--- src/rtl/calc_wb_pkg.sv ---
// Shared encodings and default widths for the calc_wb writeback stage.
package calc_wb_pkg;

   localparam int unsigned CWB_RA_W = 4;
   localparam int unsigned CWB_DW   = 16;
   localparam int unsigned CWB_PW   = 16;

   typedef enum logic [1:0] {
      UNIT_ARITH  = 2'd0,
      UNIT_LOGIC  = 2'd1,
      UNIT_BITMAN = 2'd2,
      UNIT_MUL    = 2'd3
   } unit_e;

   typedef enum logic {
      WB_LO = 1'b0,
      WB_HI = 1'b1
   } wb_state_e;

   // Saturating increment used by the optional performance counters.
   function automatic logic [CWB_PW-1:0] sat_inc(input logic [CWB_PW-1:0] v);
      return (v == {CWB_PW{1'b1}}) ? v : v + CWB_PW'(1);
   endfunction

endpackage

--- src/rtl/calc_wb_sel.sv ---
// Combinational 4:1 select of the execute-unit result buses.
module calc_wb_sel
   import calc_wb_pkg::*;
#(
   parameter int unsigned W = 2 * CWB_DW
) (
   input  logic [1:0]   in_unit,
   input  logic [W-1:0] res_arith,
   input  logic [W-1:0] res_logic,
   input  logic [W-1:0] res_bitman,
   input  logic [W-1:0] res_mul,
   output logic [W-1:0] y_c
);

   always_comb begin
      y_c = res_arith;
      case (in_unit)
         UNIT_LOGIC:  y_c = res_logic;
         UNIT_BITMAN: y_c = res_bitman;
         UNIT_MUL:    y_c = res_mul;
         default:     y_c = res_arith;
      endcase
   end

endmodule

--- src/rtl/calc_wb.sv ---
// Writeback stage: selects one execute result per operation and drives the
// 16-bit register-file write port. Optional counters under CALC_WB_PERF_EN.
module calc_wb
   import calc_wb_pkg::*;
#(
   parameter int unsigned RA_W = CWB_RA_W,
   parameter int unsigned DW   = CWB_DW
) (
   input  logic              clk,
   input  logic              rst_n,
   input  logic              flush,
   input  logic              in_valid,
   output logic              in_ready,
   input  logic [1:0]        in_unit,
   input  logic              in_wen,
   input  logic              in_wide,
   input  logic [RA_W-1:0]   in_rd,
   input  logic [2*DW-1:0]   res_arith,
   input  logic [2*DW-1:0]   res_logic,
   input  logic [2*DW-1:0]   res_bitman,
   input  logic [2*DW-1:0]   res_mul,
   output logic              wb_en,
   output logic [RA_W-1:0]   wb_addr,
   output logic [DW-1:0]     wb_data,
`ifdef CALC_WB_PERF_EN
   output logic [CWB_PW-1:0] perf_wr,
   output logic [CWB_PW-1:0] perf_stall,
`endif
   output logic              busy
);

   wb_state_e         state, state_d;
   logic [2*DW-1:0]   sel_c;
   logic              xfer_c;
   logic              wb_en_d;
   logic [RA_W-1:0]   wb_addr_d, hi_addr, hi_addr_d;
   logic [DW-1:0]     wb_data_d, hi_data, hi_data_d;

   calc_wb_sel #(.W(2 * DW)) u_sel (
      .in_unit    (in_unit),
      .res_arith  (res_arith),
      .res_logic  (res_logic),
      .res_bitman (res_bitman),
      .res_mul    (res_mul),
      .y_c        (sel_c)
   );

   assign busy     = (state == WB_HI);
   assign in_ready = ~busy;
   assign xfer_c   = in_valid && in_ready;

   // State and output registers.
   always_ff @(posedge clk or negedge rst_n) begin
      if (!rst_n) begin
         state   <= WB_LO;
         wb_en   <= 1'b0;
         wb_addr <= '0;
         wb_data <= '0;
         hi_addr <= '0;
         hi_data <= '0;
      end else begin
         state   <= state_d;
         wb_en   <= wb_en_d;
         wb_addr <= wb_addr_d;
         wb_data <= wb_data_d;
         hi_addr <= hi_addr_d;
         hi_data <= hi_data_d;
      end
   end

   // Next state and writeback; flush overrides everything and drops the high half.
   always_comb begin
      state_d   = state;
      wb_en_d   = 1'b0;
      wb_addr_d = wb_addr;
      wb_data_d = wb_data;
      hi_addr_d = hi_addr;
      hi_data_d = hi_data;
      if (flush) begin
         state_d   = WB_LO;
         hi_addr_d = '0;
         hi_data_d = '0;
      end else begin
         case (state)
            WB_LO: begin
               if (xfer_c) begin
                  wb_en_d   = in_wen;
                  wb_addr_d = in_rd;
                  wb_data_d = sel_c[DW-1:0];
                  if (in_wen && in_wide) begin
                     hi_addr_d = in_rd | RA_W'(1);
                     hi_data_d = sel_c[2*DW-1:DW];
                     state_d   = WB_HI;
                  end
               end
            end
            WB_HI: begin
               wb_en_d   = 1'b1;
               wb_addr_d = hi_addr;
               wb_data_d = hi_data;
               state_d   = WB_LO;
            end
            default: state_d = WB_LO;
         endcase
      end
   end

`ifdef CALC_WB_PERF_EN
   // Saturating activity counters; reset only by rst_n.
   always_ff @(posedge clk or negedge rst_n) begin
      if (!rst_n) begin
         perf_wr    <= '0;
         perf_stall <= '0;
      end else begin
         if (wb_en)
            perf_wr <= sat_inc(perf_wr);
         if (in_valid && !in_ready)
            perf_stall <= sat_inc(perf_stall);
      end
   end
`endif

endmodule

--- config.mk ---
export PLATFORM = sky130hd
export DESIGN_NAME = calc_wb
export DESIGN_NICKNAME = d
export VERILOG_FILES = /design/src/rtl/calc_wb_pkg.sv /design/src/rtl/calc_wb_sel.sv /design/src/rtl/calc_wb.sv
export SDC_FILE = /design/constraint.sdc
export NUM_CORES = 1
export LEC_CHECK = 0
export ABC_AREA = 1
export ABC_CLOCK_PERIOD_IN_PS = 1100
export CAP_MARGIN = 40
export CORE_ASPECT_RATIO = 0.7
export CORE_UTILIZATION = 37
export CTS_CLUSTER_DIAMETER = 80
export DETAILED_ROUTE_END_ITERATION = 16
export GPL_ROUTABILITY_DRIVEN = 0
export PLACE_DENSITY = 0.79
export SLEW_MARGIN = 20
export SYNTH_ARGS = -nofsm -noshare
export SYNTH_HDL_FRONTEND = slang
export SYNTH_HIERARCHICAL = 1
export SYNTH_SLANG_ARGS = --single-unit
export TNS_END_PERCENT = 100
--- constraint.sdc ---
create_clock -name clk -period 1.1 [get_ports clk]
set_input_delay 0.165 -clock clk [delete_from_list [all_inputs] [get_ports clk]]
set_output_delay 0.165 -clock clk [all_outputs]
set_load 0.02 [all_outputs]
After elaboration in Yosys (flattened, before gate mapping):

Index checks and enable logic that the tools add are counted.

* register bits: 42
* bits in latches: 0
* memory bits (writable): 0
* bits in read-only memories: 0
* input port bits: 140
* output and inout port bits: 23
* logic and storage cells: 39
* memories: 0

* add/sub/neg operators: 0
* multiply operators: 0
* divide/modulo/power cells: 0
* $lt $le $gt $ge: 0
* equality and inequality tests: 5
* shifts and indexed selects: 0
* mux-type cells: 20
* bitwise logic cells: 2
* reductions and logical operators: 6

Operators by type and width (count)
* $pmux W32 S3: 1
* $mux W16: 5
* $pmux W16 S2: 1
* $mux W4: 5
* $pmux W4 S2: 1
* $mux W1: 5
* $eq A2 B2 Y1 const B: 2
* $pmux W1 S2: 2
* $reduce_bool A2 Y1: 2
* $reduce_and A3 Y1: 1
* $eq A2 B1 Y1 const B: 1
* $logic_and A1 B1 Y1: 2
* $ne A2 B1 Y1 const B: 1
* $ne A2 B2 Y1 const B: 1
* $not A1 Y1: 2
* $reduce_and A2 Y1: 1

Logic depth before layout (Yosys ltp):

Gate-level depths: netlist of the first run.

* depth in word-level cells: 6
* depth in mapped cells: 8
* depth with buffers taken out: 7

Modules after synthesis:

The synthesis of the first run kept the hierarchy.

By module, submodules not included
* calc_wb: instances 1, cells each 287, area each 2083.2 sq um, seq. area each 1051.0 sq um
* calc_wb_sel: instances 1, cells each 186, area each 1078.5 sq um, seq. area each 0.0 sq um

Least setup slack after synthesis of the first run:

OpenSTA, ideal clock, no wires.

* kind: register -> register
* start: register state (netlist: busy)
* end: register wb_addr[0]
* library setup time: 0.117 ns
* arrival: 1.087 ns
* required time: 0.983 ns
* setup slack: -0.103 ns
* stages on the path, launching flop included: 7
* path buffers: 2
* clock period less this slack: 1.203 ns
* cell sequence: dfrtp_1 buf_2 o21ai_2 inv_2 buf_2 nand2_1 nand2_1

* word-level cells in the longest chain between the ends: 4
* elaborated cells on any way between the ends: 5
* classes of those cells: 1 x eq/ne; 1 x mux; 1 x bitwise; 2 x reduce/logical

RTL lines
* start: declaration: line calc_wb.sv:32 `wb_state_e state, state_d;`
* start signal: assignment: line calc_wb.sv:62 `state <= state_d;`
* $not A1 Y1
* $logic_and A1 B1 Y1: line calc_wb.sv:50 `assign xfer_c = in_valid && in_ready;`
* $ne A2 B1 Y1 (no source line)
* $reduce_and A2 Y1 (no source line)
* end signal: assignment: line calc_wb.sv:64 `wb_addr <= wb_addr_d;`
* end: declaration: line calc_wb.sv:23 `output logic [RA_W-1:0] wb_addr,`

Several ways; a longest one is shown, not always the timed one.
A chain may end at the register's enable or synchronous reset.

Final worst setup path of the first run:

* start: register state (netlist: busy)
* end: register hi_addr[3]

* word-level cells in the longest chain between the ends: 4
* elaborated cells on any way between the ends: 5
* classes of those cells: 1 x eq/ne; 1 x bitwise; 3 x reduce/logical

RTL lines
* $not A1 Y1
* $logic_and A1 B1 Y1: line calc_wb.sv:50
* $reduce_bool A2 Y1 (no source line)
* $reduce_and A3 Y1 (no source line) *
* end signal: assignment: line calc_wb.sv:66 `hi_addr <= hi_addr_d;`
* end: declaration: line calc_wb.sv:36 `logic [RA_W-1:0] wb_addr_d, hi_addr, hi_addr_d;`

Mark *: on every way between the ends. The rest lies on a longest branch, timed or not.

==> impl_metrics.yaml, run 1 <==
clock_tree:
  cts_tree: "built"
  cts.sinks: 42
  root_buffer: "clkbuf_16"
  h-tree-depth: 2
  numCtsBuffers: 5
  cts_buffer_depth: 2
  clk_pin_slew_worst_paths_ps: 60
  clk_latency_ps: 290
global_route:
  grt_antenna_before_repair: 0
  grt_max_degree: 41
  grt_pass1_vias: 3658
  grtUsageTotal: 0.2457
  grt-ovfl-total: 0
  grt_pass1_wl_mm: 17.45
power_and_ir_drop:
  switchingPower_mw: 1.634
  power_density_nw_per_um2: 990.4
  power_frac_clock: 0.282
  p_seq_frac: 0.356
  switching_share: 0.3153
  p_int_mw: 3.549
  power_leakage_nw: 2.488
  ir_drop_uv: 678.3
  p_comb_frac: 0.362
yosys:
  yosysWarnings: 6
  ys_ff_latch: 42
  netlist_instances: 473
  synth_top_area_frac: 0.3324
  synth_area_leader_cell: "dfrtp_1"
  yosysSeqAreaShare: 0.3324
  syn_nets: 613
  ys_top_cells_by_area: "dfrtp_1, nand2_1, nand3_1, nand4_1, nand3_2"
  synth_cell_types: 20
  synth_area_um2: 3162
  syn_avg_cell_area_um2: 6.685
layout:
  fin_nets: 787
  final_util: 0.6482
  syn2layout_area_growth_pct: 65.53
  drive_above_1_share: 0.1852
  antenna_cells: 0
  design_area_um2: 5234
worst_setup_path:
  worstPathMaxFanout: 10
  regToRegSetupSlack_ps: -80
  start_kind: "flip-flop"
  worst-setup-path-type: "reg -> reg"
  startpoint: "busy"
  timing.rr.end: "hi_addr[3]"
  worstReg2RegStart: "busy"
  worstSetupEndpointType: "flip-flop"
  ff2ff_path_depth: 6
  required_ps: 1280
  arrival_ps: 1360
sta:
  clock_skew_ps: 3.700
  slew_viol_final: 0
  worst_pin_slew_ps: 323.9
  worst_slack_ps: -76.48
  grt_setup_unrepaired: "true"
  hold_viol_final: 0
  post-route-period-util: 1.070
  tns_ps: -1958
  period_needed_ps: 1176
  holdWs_ps: 318.9
  fmax_ghz: 0.8500
  finalSetupViolations: 41
  slew_headroom: 0.7841
die:
  dieWidth_um: 112.5
  coreArea_um2: 8074
  start_util: 0.3916
  rows: 27
  boundaryPins: 163
  die_area_um2: 8925
  fp.dieH_um: 79.34
placement:
  pre_cts_ws_ps: -332.9
  placedInstanceArea_um2: 5026
  hpwl_mm: 8.214
  portBuffers: 162
run_status:
  status: "finished with violations"
  violations: "setup timing"
detailed_routing:
  wl_per_cell_um: 14.95
  vias: 3891
  antenna_left: 0
  drc: 0
  drt-pass1-iter-count: 4
  vias_per_cell: 5.195
  first_iter_violations: 350
  routed_wl_mm: 11.20
job:
  cap_viol_max_count: 0
worst_hold_path:
  hold_path.class: "in -> async"
-- stage by stage --
step | instances | power (mW)
final | 749 | 5.184
after global routing | 749 | 5.444
after CTS | 748 | 5.196
after detailed placement | 734 | 3.775
after global placement | 734 | 3.737
after floorplan | 473 | 2.692
-- area by class of cell --
cell class | instances | area (um^2)
Clock buffer | 5 | 125.1
Clock inverter | 3 | 21.27
Fill cell | 704 | 2840
Inverter | 27 | 106.4
Multi-Input combinational cell | 364 | 1787
Sequential cell | 42 | 1052
Tap cell | 101 | 126.4
Timing Repair Buffer | 206 | 2004
Timing Repair inverter | 1 | 11.26
-- power by group through the flow --
| stage | combinational (mW) | sequential (mW) | clock [mW] |
|---|---|---|---|
| floorplan | 0.702 | 1.99 | 0 |
| global placement | 1.87 | 1.87 | 0 |
| detailed placement | 1.90 | 1.87 | 0 |
| CTS | 1.87 | 1.85 | 1.48 |
| global route | 2.03 | 1.87 | 1.55 |
| finish | 1.88 | 1.85 | 1.46 |
-- critical path: stages (launching register included) --
cell	delay (ps)
dfrtp_2	430
buf_6	140
nor2_2	90
nand2_2	110
clkbuf_16	190
nand3_1	70
nand2_1	40
-- cells in the final DEF (no fill, tap or decap), drive strengths merged --
cell,n
nand2,169
clkdlybuf4s50,136
nand3,134
buf,65
dfrtp,42
nand4,32
inv,28
nor2,22
clkbuf,7
o21ai,5
clkdlybuf4s15,2
a21oi,2
clkinv,2
clkinvlp,1
dlygate4sd3,1
-- layer usage --
| metal | vias to the layer above | part of all wire | global-route usage |
|---|---|---|---|
| met5 | - | 0 | 0 |
| met4 | 0 | 0.0087 | 0.05067 |
| met3 | 10 | 0.080 | 0.04962 |
| met2 | 169 | 0.49 | 0.4311 |
| met1 | 1798 | 0.43 | 0.3149 |
| li1 | 1914 | - | - |
-- flip-flops by register name, indices dropped and copies added (netlist names) --
name     cells
wb_data     16
hi_addr      4
wb_addr      4
busy         1
hi_data     16
wb_en        1
-- kinds of logic (layout without fill, tap and decap cells) --
| group | after synthesis | in the layout | share of synthesized area |
|---|---|---|---|
| buffers and inverters | 67 | 242 | 0.1334 |
| flip-flops | 42 | 42 | 0.3324 |
| AO/OA/AOI/OAI | 7 | 7 | 0.01227 |
| AND/OR/NAND/NOR | 357 | 357 | 0.5220 |
-- cells in the mapped netlist --
| library cell | instances |
|---|---|
| a21oi_1 | 2 |
| buf_12 | 1 |
| buf_2 | 18 |
| buf_4 | 10 |
| buf_6 | 5 |
| buf_8 | 5 |
| clkbuf_1 | 1 |
| dfrtp_1 | 42 |
| inv_1 | 22 |
| inv_2 | 5 |
| nand2_1 | 167 |
| nand2_2 | 1 |
| nand2_4 | 1 |
| nand3_1 | 124 |
| nand3_2 | 10 |
| nand4_1 | 32 |
| nor2_1 | 21 |
| nor2_2 | 1 |
| o21ai_0 | 4 |
| o21ai_2 | 1 |
-- worst max-delay path by stage --
stage / end / slack (ps) / depth (start not counted)
after global placement: wb_addr[0] / -280 / 6
final: hi_addr[3] / -80 / 6
after floorplan: wb_addr[0] / -20 / 6
after CTS: wb_data[9] / -50 / 6
after detailed placement: wb_data[9] / -330 / 6
after global routing: hi_data[6] / -130 / 6
-- timing repair --
| item | in CTS | in global routing |
|---|---|---|
| gates resized for setup | 93 | 28 |
| buffers inserted | 3 | 0 |
| pin swaps | 4 | 1 |
| cloned | 2 | 1 |
| setup endpoints to repair | 64 | 51 |
| hold buffers | 1 | 0 |
| hold endpoints to repair | 12 | 0 |
Power figures use the tool's default switching activity.
==> inputs of run 2 (changes only) <==
CORE_UTILIZATION = 35   (was 37)
PLACE_DENSITY = 0.75   (was 0.79)
==> impl_metrics.yaml, run 2 (same netlist as run 1, synthesis figures left out) <==
die:
  rows: 28
  start_util: 0.3669
  dieWidth_um: 115.6
  coreArea_um2: 8618
  boundaryPins: 163
  fp.dieH_um: 81.52
  die_area_um2: 9424
worst_hold_path:
  hold_path.class: "in -> async"
layout:
  n_fill_cell: 801
  layout.cells.most_common: "nand2_1"
  drive_above_1_share: 0.1674
  antenna_cells: 0
  design_area_um2: 5171
  multi_input_area_um2: 1800
  seqCellArea_um2: 1052
  final_cell_mix: "nand2_1, clkdlybuf4s50_1, nand3_1, dfrtp_1, nand4_1"
  syn2layout_area_growth_pct: 63.55
  reg_top3: "hi_data (16), wb_data (16)"
  fin_nets: 778
  final_util: 0.6000
detailed_routing:
  vias_per_cell: 5.088
  drt-pass1-iter-count: 4
  vias: 3862
  antenna_left: 0
  drc: 0
  first_iter_violations: 272
  routed_wl_mm: 11.22
  wl_per_cell_um: 14.79
sta:
  worst_slack_ps: -47.69
  worst_pin_slew_ps: 229.2
  finalSetupViolations: 39
  slew_headroom: 0.8472
  slew_viol_final: 0
  period_needed_ps: 1148
  fmax_ghz: 0.8713
  hold_viol_final: 0
  clock_skew_ps: 3.364
  grt_setup_unrepaired: "true"
  tns_ps: -1101
  post-route-period-util: 1.043
clock_tree:
  h-tree-depth: 2
  cts_buffer_depth: 2
  root_buffer: "clkbuf_16"
  clk_latency_ps: 280
  cts_setup_buffers: 0
  cts.sinks: 42
  numCtsBuffers: 5
  clk_pin_slew_worst_paths_ps: 60
  cts_tree: "built"
worst_setup_path:
  path_common_cell: "nand2_1"
  worstPathMaxFanout: 20
  worstSetupEndpointType: "flip-flop"
  worst-setup-path-type: "reg -> reg"
  arrival_ps: 1320
  start_kind: "flip-flop"
  path_delay_family: "flip-flops"
  required_ps: 1270
  crit_path_cell_trace: "buf_6 > o21ai_4 > inv_4 > nand2_1 > nand2_1"
  slowest_delay_ps: 440
  path_buf_inv: 2
  crit_slowest_cell: "dfrtp_2"
global_route:
  grt_antenna_before_repair: 0
  grt_pass1_vias: 3806
  grt-ovfl-total: 0
  grt_max_degree: 45
  grtUsageTotal: 0.2447
  grt_pass1_wl_mm: 17.95
run_status:
  violations: "setup timing"
  status: "finished with violations"
power_and_ir_drop:
  ir_drop_uv: 590.4
  finalPower_mw: 5.113
  power_leakage_nw: 2.441
  power_density_nw_per_um2: 988.8
job:
  cap_viol_max_count: 0
placement:
  placedInstanceArea_um2: 5032
  hpwl_mm: 8.244
  pre_cts_ws_ps: -375.2
  portBuffers: 162
-- run 2: changes by cell type in the layout (fill, tap and decap cells not counted), moves of 2 or more --
cell / previous run / this run
buf_6: 6 / 1
inv_4: 0 / 2
nand3_1: 116 / 112
nand3_2: 18 / 22
nand2_1: 156 / 163
nand2_2: 11 / 4
buf_4: 27 / 22
buf_12: 10 / 12
-- run 2: where the power goes --
part           internal [mW]  switching (mW)  total, mW
clock                  0.841           0.591       1.43
combinational          0.954           0.884       1.84
sequential              1.73           0.116       1.84
total                   3.52            1.59       5.11
-- run 2: repair_timing --
| action | 4_1_cts | 5_1_grt |
|---|---|---|
| gates resized for setup | 95 | 17 |
| hold endpoints to repair | 42 | 0 |
| setup endpoints to repair | 64 | 52 |
| pin swaps | 0 | 0 |
| gates cloned | 0 | 1 |
| hold buffers | 1 | 0 |
-- run 2: area by class of cell --
cell class | instances | area share
Clock buffer | 6 | 0.02492
Clock inverter | 2 | 0.002662
Inverter | 27 | 0.02057
Multi-Input combinational cell | 365 | 0.3482
Sequential cell | 42 | 0.2035
Tap cell | 120 | 0.02903
Timing Repair Buffer | 197 | 0.3712
-- run 2: per-layer routing --
metal  GRT usage  routed length, um
met5           0                  0
met4     0.04286                134
met3     0.04797                949
met2      0.4431               5457
met1      0.3062               4681
-- run 2: final timing paths --
path                            start     endpoint  slack, ps  cells after the start
min in group clk           wb_addr[2]   wb_addr[2]        490                      2
max in group asynchronous       rst_n         busy        490                      3
hold / removal                  rst_n  wb_data[11]        390                      3
hold reg to reg            wb_addr[2]   wb_addr[2]        490                      2
setup / recovery                 busy   wb_data[0]        -50                      5
setup reg to reg                 busy   wb_data[0]        -50                      5
-- run 2: metrics by stage --
step                      cells  hold WS (ps)
after global routing        759         423.7
final                       759         385.2
after global placement      749         150.8
after detailed placement    749         155.6
after floorplan             473        -130.6
after CTS                   758         398.4
-- run 2: worst min-delay path, cell delays in order --
cell and delay, ps:
dlygate4sd3_1 520, buf_2 120, buf_12 220
==> inputs of run 3 (changes only) <==
CORE_ASPECT_RATIO = 1.1   (was 0.7)
==> impl_metrics.yaml, run 3 (same netlist as run 1, synthesis figures left out) <==
run_status:
  status: "finished with violations"
  violations: "setup timing"
clock_tree:
  root_buffer: "clkbuf_8"
  cts.sinks: 42
  clk_latency_ps: 300
  h-tree-depth: 2
  cts_tree: "built"
  numCtsBuffers: 5
  cts_buffer_depth: 2
  clk_pin_slew_worst_paths_ps: 80
detailed_routing:
  routed_wl_mm: 11.59
  vias: 4028
  antenna_left: 0
  drc: 0
  top_layer_used: "met4"
  dr_wl_met2_mm: 5.963
  wl_met1_mm: 4.424
  vias_per_cell: 5.265
  first_iter_violations: 254
  wl_met3_um: 793
  wl_per_cell_um: 15.16
  drt-pass1-iter-count: 5
layout:
  drive_above_1_share: 0.2289
  n_fill_cell: 801
  stdcell_count: 765
  syn2layout_area_growth_pct: 70.44
  reg_top3: "hi_data (16), wb_data (16)"
  final_cell_mix: "nand2_1, clkdlybuf4s50_1, nand3_1, dfrtp_1, nand4_1"
  antenna_cells: 0
  layout.cells.most_common: "nand2_1"
  fin_nets: 790
global_route:
  grt-ovfl-total: 0
  grtUsageTotal: 0.2407
  grt_pass1_vias: 3806
  grt_max_degree: 65
  grt_antenna_before_repair: 0
  grt_pass1_wl_mm: 18.04
worst_setup_path:
  start_kind: "flip-flop"
  crit_slowest_cell: "dfrtp_2"
  path_common_cell: "nand2_1"
  ff2ff_path_depth: 6
  worst-setup-path-type: "reg -> reg"
  crit_path_cell_trace: "buf_12 > o21ai_4 > buf_6 > inv_8 > nand2_1 > nand2_1"
  worstSetupEndpointType: "flip-flop"
  required_ps: 1290
  slowest_delay_ps: 450
  arrival_ps: 1400
  worstPathMaxFanout: 10
die:
  die_area_um2: 9418
  rows: 36
  dieWidth_um: 92.62
  fp.dieH_um: 101.7
  boundaryPins: 163
  start_util: 0.3581
  coreArea_um2: 8828
power_and_ir_drop:
  power_density_nw_per_um2: 900.6
  finalPower_mw: 4.853
  ir_drop_uv: 547.3
  power_leakage_nw: 2.518
sta:
  holdWs_ps: 308.9
  finalSetupViolations: 41
  period_needed_ps: 1211
  worst_slack_ps: -111.3
  post-route-period-util: 1.101
  hold_viol_final: 0
  slew_viol_final: 0
  worst_pin_slew_ps: 370.6
  clock_skew_ps: 4.357
  grt_setup_unrepaired: "true"
  fmax_ghz: 0.8255
  tns_ps: -3267
  slew_headroom: 0.7529
worst_hold_path:
  hold_path.class: "in -> async"
placement:
  dp.cells: 744
  pre_cts_ws_ps: -311.2
  hpwl_mm: 8.043
  portBuffers: 162
job:
  cap_viol_max_count: 0
-- run 3: changes by cell type in the layout (fill, tap and decap cells not counted), moves of 2 or more --
cell | previous run | this run
buf_12 | 12 | 10
buf_4 | 22 | 26
buf_6 | 1 | 7
clkbuf_16 | 5 | 2
clkbuf_8 | 0 | 6
nand2_1 | 163 | 141
nand2_2 | 4 | 25
nand3_1 | 112 | 105
nand3_2 | 22 | 27
nand3_4 | 0 | 2
nor2_2 | 3 | 1
nor2_4 | 0 | 2
-- run 3: through the flow --
step | instance area, um^2 | util
detailed placement | 5007 | 0.5672
floorplan | 3229 | -
global route | 5389 | 0.6104
global placement | 5007 | 0.5672
finish | 5389 | 0.6104
CTS | 5170 | 0.5856
-- run 3: routing by layer --
metal / global-route usage / vias up
li1: - / 1921
met2: 0.4348 / 213
met3: 0.03003 / 37
met5: 0 / -
met1: 0.2904 / 1857
met4: 0.09822 / 0
-- run 3: timing repair --
item,in CTS,in global routing
endpoints found under the setup margin,64,43
endpoints found under the hold margin,14,0
setup buffers,4,1
hold buffers,1,0
resized for setup,119,38
cloned,4,3
pin swaps,9,6
-- run 3: path summary, 6_finish.rpt --
path,start,slack (ps),to
max,busy,-110,wb_addr[1]
min,rst_n,310,wb_data[8]
max reg2reg,busy,-110,wb_addr[1]
min reg2reg,wb_addr[3],490,wb_addr[3]
max in group asynchronous,rst_n,320,wb_addr[3]
min in group clk,wb_addr[3],490,wb_addr[3]
-- run 3: where the power goes --
part	internal (mW)	total [mW]	switching (mW)	leakage, nW
combinational	1.00	1.95	0.948	1.93
sequential	1.73	1.85	0.129	0.543
clock	0.505	1.05	0.541	0.0472
total	3.23	4.85	1.62	2.52
-- run 3: final cells by class --
type                       count  area, um^2  share of cell area
timing repair buffer         208        2054              0.3812
sequential                    42        1052              0.1953
clock buffer                   6       82.58             0.01532
multi-input combinational    365        1929              0.3580
inverter                      27       108.9             0.02020
timing repair inverter         1       6.256            0.001161
clock inverter                 2       12.51            0.002322
tap                          114       142.6             0.02647
-- run 3: worst max-delay path, delay by kind of cell, from the launching register on --
family	cells	cell delay (ps)
AO/OA/AOI/OAI	1	150
buffers and inverters	3	370
flip-flops	1	450
AND/OR/NAND/NOR	2	130
